**config.mk**
```make
export PLATFORM = sky130hd
export DESIGN_NAME = alu_cmd_sequencer
export DESIGN_NICKNAME = d
export VERILOG_FILES = /design/src/rtl/alu_cmd_sequencer.sv
export SDC_FILE = /design/constraint.sdc
export NUM_CORES = 1
export LEC_CHECK = 0
export BUFFER_PORTS_ARGS = -buffer_cell sky130_fd_sc_hd__buf_2
export CAP_MARGIN = 20
export CORE_MARGIN = 10
export CORE_UTILIZATION = 42
export CTS_CLUSTER_DIAMETER = 120
export DETAILED_ROUTE_END_ITERATION = 8
export HOLD_SLACK_MARGIN = 0.05
export PLACE_DENSITY = 0.83
export SETUP_SLACK_MARGIN = 0.1
export SLEW_MARGIN = 25
export SYNTH_ARGS = -nofsm -noshare
export SYNTH_HDL_FRONTEND = slang
export SYNTH_SLANG_ARGS = --single-unit
```
**constraint.sdc**
```tcl
create_clock -name CLK -period 1.7 [get_ports CLK]
set_input_delay 0.085 -clock CLK [delete_from_list [all_inputs] [get_ports CLK]]
set_output_delay 0.085 -clock CLK [all_outputs]
set_load 0.005 [all_outputs]
```
**src/rtl/alu_cmd_sequencer.sv**
```systemverilog
// alu_cmd_sequencer
// Initiator for the ALU operand/command pins. Takes one operation per
// valid/ready request, holds the ALU pins and CE for the command-dependent
// latency, then captures RES/flags into a response register that is held
// until the consumer accepts it. One operation outstanding at a time.
// Optional feature macro: ALU_SEQ_ERRCNT_EN adds a saturating err_count
// output that counts captured responses with the ERR flag set.
`timescale 1ns/1ps
module alu_cmd_sequencer #(
   parameter int unsigned    N        = 8,
   parameter int unsigned    M        = 4,
   parameter int unsigned    LAT_STD  = 2,
   parameter int unsigned    LAT_MUL  = 3,
   parameter logic [M-1:0]   MUL_CMD0 = M'(9),
   parameter logic [M-1:0]   MUL_CMD1 = M'(10)
) (
   input  logic             CLK,
   input  logic             RST,
   input  logic             req_valid,
   output logic             req_ready,
   input  logic [N-1:0]     req_opa,
   input  logic [N-1:0]     req_opb,
   input  logic [M-1:0]     req_cmd,
   input  logic             req_mode,
   input  logic             req_cin,
   input  logic [1:0]       req_inp_valid,
   output logic [N-1:0]     OPA,
   output logic [N-1:0]     OPB,
   output logic [M-1:0]     CMD,
   output logic             MODE,
   output logic             CIN,
   output logic             CE,
   output logic [1:0]       INP_VALID,
   input  logic [2*N-1:0]   alu_res,
   input  logic [5:0]       alu_flags,
   output logic             rsp_valid,
   input  logic             rsp_ready,
   output logic [2*N-1:0]   rsp_res,
   output logic [5:0]       rsp_flags,
   output logic             busy
`ifdef ALU_SEQ_ERRCNT_EN
   ,
   output logic [7:0]       err_count
`endif
);

   localparam int unsigned LAT_MAX = (LAT_STD > LAT_MUL) ? LAT_STD : LAT_MUL;
   localparam int unsigned CW      = $clog2(LAT_MAX + 1);

   typedef enum logic [1:0] {
      S_IDLE  = 2'd0,
      S_ISSUE = 2'd1,
      S_WAIT  = 2'd2,
      S_RESP  = 2'd3
   } state_t;

   state_t           r_state;
   state_t           w_state_next;
   // r_run keeps req_ready low while RST is held and for the cycle it is released into
   logic             r_run;
   logic [CW-1:0]    r_cnt;
   logic [CW-1:0]    r_lat;
   logic [CW-1:0]    w_lat_sel;
   logic             w_is_mul;
   logic             w_accept;
   logic             w_capture;

   logic [N-1:0]     r_opa;
   logic [N-1:0]     r_opb;
   logic [M-1:0]     r_cmd;
   logic             r_mode;
   logic             r_cin;
   logic             r_ce;
   logic [1:0]       r_inp_valid;
   logic             r_rsp_valid;
   logic [2*N-1:0]   r_rsp_res;
   logic [5:0]       r_rsp_flags;

   assign w_is_mul  = req_mode && ((req_cmd == MUL_CMD0) || (req_cmd == MUL_CMD1));
   assign w_lat_sel = w_is_mul ? CW'(LAT_MUL) : CW'(LAT_STD);
   assign w_accept  = (r_state == S_IDLE) && r_run && req_valid;
   assign w_capture = (r_state == S_WAIT) && (r_cnt == r_lat);

   // State register plus the post-reset run flag
   always_ff @(posedge CLK or posedge RST) begin
      if (RST) begin
         r_state <= S_IDLE;
         r_run   <= 1'b0;
      end else begin
         r_state <= w_state_next;
         r_run   <= 1'b1;
      end
   end

   // Next-state: IDLE -> ISSUE -> WAIT (until latency reached) -> RESP (until accepted)
   always_comb begin
      w_state_next = r_state;
      case (r_state)
         S_IDLE:  if (w_accept)  w_state_next = S_ISSUE;
         S_ISSUE:                w_state_next = S_WAIT;
         S_WAIT:  if (w_capture) w_state_next = S_RESP;
         S_RESP:  if (rsp_ready) w_state_next = S_IDLE;
         default:                w_state_next = S_IDLE;
      endcase
   end

   // Handshake/status outputs decoded from the current state
   always_comb begin
      req_ready = (r_state == S_IDLE) && r_run;
      busy      = (r_state != S_IDLE);
   end

   // Pin, latency counter and response registers
   always_ff @(posedge CLK or posedge RST) begin
      if (RST) begin
         r_opa       <= '0;
         r_opb       <= '0;
         r_cmd       <= '0;
         r_mode      <= 1'b0;
         r_cin       <= 1'b0;
         r_inp_valid <= 2'b00;
         r_ce        <= 1'b0;
         r_lat       <= '0;
         r_cnt       <= '0;
         r_rsp_valid <= 1'b0;
         r_rsp_res   <= '0;
         r_rsp_flags <= '0;
      end else begin
         case (r_state)
            S_IDLE: begin
               if (w_accept) begin
                  r_opa       <= req_opa;
                  r_opb       <= req_opb;
                  r_cmd       <= req_cmd;
                  r_mode      <= req_mode;
                  r_cin       <= req_cin;
                  r_inp_valid <= req_inp_valid;
                  r_ce        <= 1'b1;
                  r_lat       <= w_lat_sel;
               end
            end
            S_ISSUE: begin
               // this edge is the one the ALU samples on; latency counts from here
               r_cnt <= CW'(1);
            end
            S_WAIT: begin
               if (w_capture) begin
                  r_rsp_res   <= alu_res;
                  r_rsp_flags <= alu_flags;
                  r_rsp_valid <= 1'b1;
                  r_ce        <= 1'b0;
               end else begin
                  r_cnt <= r_cnt + CW'(1);
               end
            end
            S_RESP: begin
               if (rsp_ready) r_rsp_valid <= 1'b0;
            end
            default: ;
         endcase
      end
   end

`ifdef ALU_SEQ_ERRCNT_EN
   logic [7:0] r_err_cnt;

   // Saturating count of captured responses flagged ERR; cleared by RST only
   always_ff @(posedge CLK or posedge RST) begin
      if (RST) begin
         r_err_cnt <= 8'h00;
      end else if (w_capture && alu_flags[0] && (r_err_cnt != 8'hFF)) begin
         r_err_cnt <= r_err_cnt + 8'h01;
      end
   end

   assign err_count = r_err_cnt;
`endif

   assign OPA       = r_opa;
   assign OPB       = r_opb;
   assign CMD       = r_cmd;
   assign MODE      = r_mode;
   assign CIN       = r_cin;
   assign CE        = r_ce;
   assign INP_VALID = r_inp_valid;
   assign rsp_valid = r_rsp_valid;
   assign rsp_res   = r_rsp_res;
   assign rsp_flags = r_rsp_flags;

endmodule
```
==> out/qor.txt <==
layout cells sized above 1 = 56.4%
cell taking the most area after synthesis = dfrtp_1
Cell Pwr Density = 1540 nW/um^2
EDFF count, synth = 0
Buf+Inv Stages, Crit Path = 2
M1 WL = 2250 um
CP Max Fanout = 3
final core utilization = 64.8%
Design Power = 0.00542 W
Final period util = 90.8%
Slowest-stage cell, CP = dfrtp_1
CTS H-tree depth = 2
Fin. Hold Viols = 0
WS Path Type = reg -> reg
Multi-input gate area = 901 um^2
gr usage total = 13.1%
leakage power = 1.78 nW
Top Layer Used = met4
Critical Path RT = 1.89 ns
CTS buffer count = 5
core region area = 5440 um^2
sequential share of the synthesized area = 59.1%
Critical Path End Type = flop
reg-to-reg slack, setup = 0.16 ns
ANT cells = 0
Synth top cells by count = dfrtp_1, mux2_2, mux2_4
Final setup viols = 0
Arr. time, crit path = 1.73 ns
Rows = 27
first-pass GRT wire length = 9420 um
max frequency = 648 MHz
Skew-Pair Late Insertion Delay = 0.30 ns
Gate Count Post-Synth = 148
Die H = 94.4 um
Synth area leaders = dfrtp_1, mux2_2, mux2_4, ha_1, buf_6
Clock Pin Slew Worst Setup and Hold Paths = 0.09 ns
status = finished clean
warnings from Yosys = 0
Residual DRC = 0
max-slew violation count = 0
RSZ-0062 raised after global routing = yes
final net count = 358
number of synthesized register bits = 55
post-synth top area share = 59.1%
wire length on met2 = 3030 um
Root Buffer = clkbuf_8
initial core utilization = 42.8%
WP depth = 6
Layout area overhead = 51.5%
synth unique cells = 26
Routed WL = 5860 um
top_reg_cell synth = dfrtp_1
clock sink count = 55
vias in the first global route = 1916
port bufs = 99
initial drt markers = 45
initial antenna violation count = 0
CP Launch Type = flop
Clock Skew = 0.00464 ns
critical path cell sequence = inv_2, ha_2, buf_4, a22o_1, a21oi_2, mux2_4
drt via density = 4.61
CP delay by family, top = flip-flops
antenna viol nets, final = 0
CTS tree = done
Post-synth ARST share = 100%
gpl congestion = 0.800
register area = 1380 um^2
peak ir drop on the vdd network = 0.760 mV
max cap viols = 0
met3 WL post-DR = 524 um
Synth Cell Area = 2330 um^2
# fillers = 415
I/O pin cnt = 100
Die Area = 8920 um^2
R2R depth = 6
pin count of the biggest net entering global routing = 36
DP Wirelength = 4000 um
fin crit period = 1.54 ns
via count = 1728
Worst Hold Slack = 0.108 ns
die span in x = 94.4 um
crit-path max cell delay = 0.39 ns
WL per Instance = 15.6 um
HP Class = in -> reg
Syn Nets = 203
clk buf depth = 2
hold path cells = 4
Pre-antenna DRT Iters = 2
Synth Area per Inst = 15.7 um^2
final setup TNS = 0 ns
GRT overflow = 0
count leader, synth = dfrtp_1
==> report_power, final <==
part	internal, W	leakage (nW)	switching [W]
sequential	0.00195	0.645	0.000357
clock	0.000320	0.0470	0.000378
combinational	0.00149	1.09	0.000933
total	0.00376	1.78	0.00167
==> through the flow <==
stage          setup slack [ns]  cells  instance area (um^2)
4_1_cts                   0.120    375                  3510
3_5_place_dp             0.0239    320                  2930
3_3_place_gp             0.0761    320                  2930
2_1_floorplan             0.108    148                  2330
6_report                  0.156    375                  3520
5_1_grt                  0.0944    375                  3520
==> layout make-up <==
type                            instances  area share (%)
Timing Repair Buffer                  153            29.6
Clock inverter                          1           0.142
Clock buffer                            6            2.34
Inverter                                7           0.745
Multi-Input combinational cell         81            25.6
Sequential cell                        55            39.0
Tap cell                               72            2.56
==> timing repair <==
item / 4_1_cts / 5_1_grt
resized for setup: 1 / 5
pin swaps: 0 / 2
setup buffers: 1 / 0
hold endpoints to repair: 67 / 0
endpoints found under the setup margin: 25 / 31
hold buffers: 47 / 0
==> tightest hold or removal path, stage by stage <==
cell	delay [ns]
buf_2	0.10
nand2_1	0.05
nand2_1	0.04
o311ai_0	0.08
==> worst paths after layout <==
| kind | start | endpoint |
|---|---|---|
| hold reg to reg | r_cnt[1] | r_cnt[1] |
| max in group asynchronous | RST | CE |
| min in group asynchronous | RST | rsp_res[5] |
| hold / removal | rsp_ready | rsp_valid |
| setup reg to reg | r_state[1] | r_state[1] |
| setup / recovery | r_state[1] | r_state[1] |
==> layout by cell type, fill, tap and decap left out, types with 3 or more instances in the layout <==
cell	Yosys	final
nand3_1	3	3
buf_4	0	5
dlygate4sd3_1	0	47
buf_2	1	99
nand2_1	7	7
mux2_4	20	20
dfrtp_1	55	55
xnor2_1	3	3
mux2_2	27	27
inv_1	7	5
clkbuf_8	0	6
==> flip-flops by register name, indices dropped and copies added (netlist names) <==
signal,cells
OPB,8
INP_VALID,2
OPA,8
r_run,1
rsp_valid,1
rsp_res,16
CE,1
r_lat,2
CIN,1
rsp_flags,6
r_cnt,2
MODE,1
CMD,4
r_state,2
==> per-layer routing <==
metal  vias up  track usage [%]
li1        813                -
met1       844             14.2
met2        63             23.1
met3         8             5.47
met4         0             3.29
met5         -                0
==> cell families (layout without fill, tap and decap cells) <==
kind of cell | after synthesis | in the layout | share of synthesized area [%]
flip-flops | 55 | 55 | 59.1
AO/OA/AOI/OAI | 8 | 8 | 3.01
AND/OR/NAND/NOR | 15 | 15 | 3.49
XOR/XNOR | 4 | 4 | 1.83
buffers and inverters | 12 | 167 | 3.28
multiplexers | 48 | 48 | 26.4
adder cells (fa/ha/maj) | 5 | 5 | 2.69
other | 1 | 1 | 0.161
No activity file was read; power rests on OpenSTA's default activity.
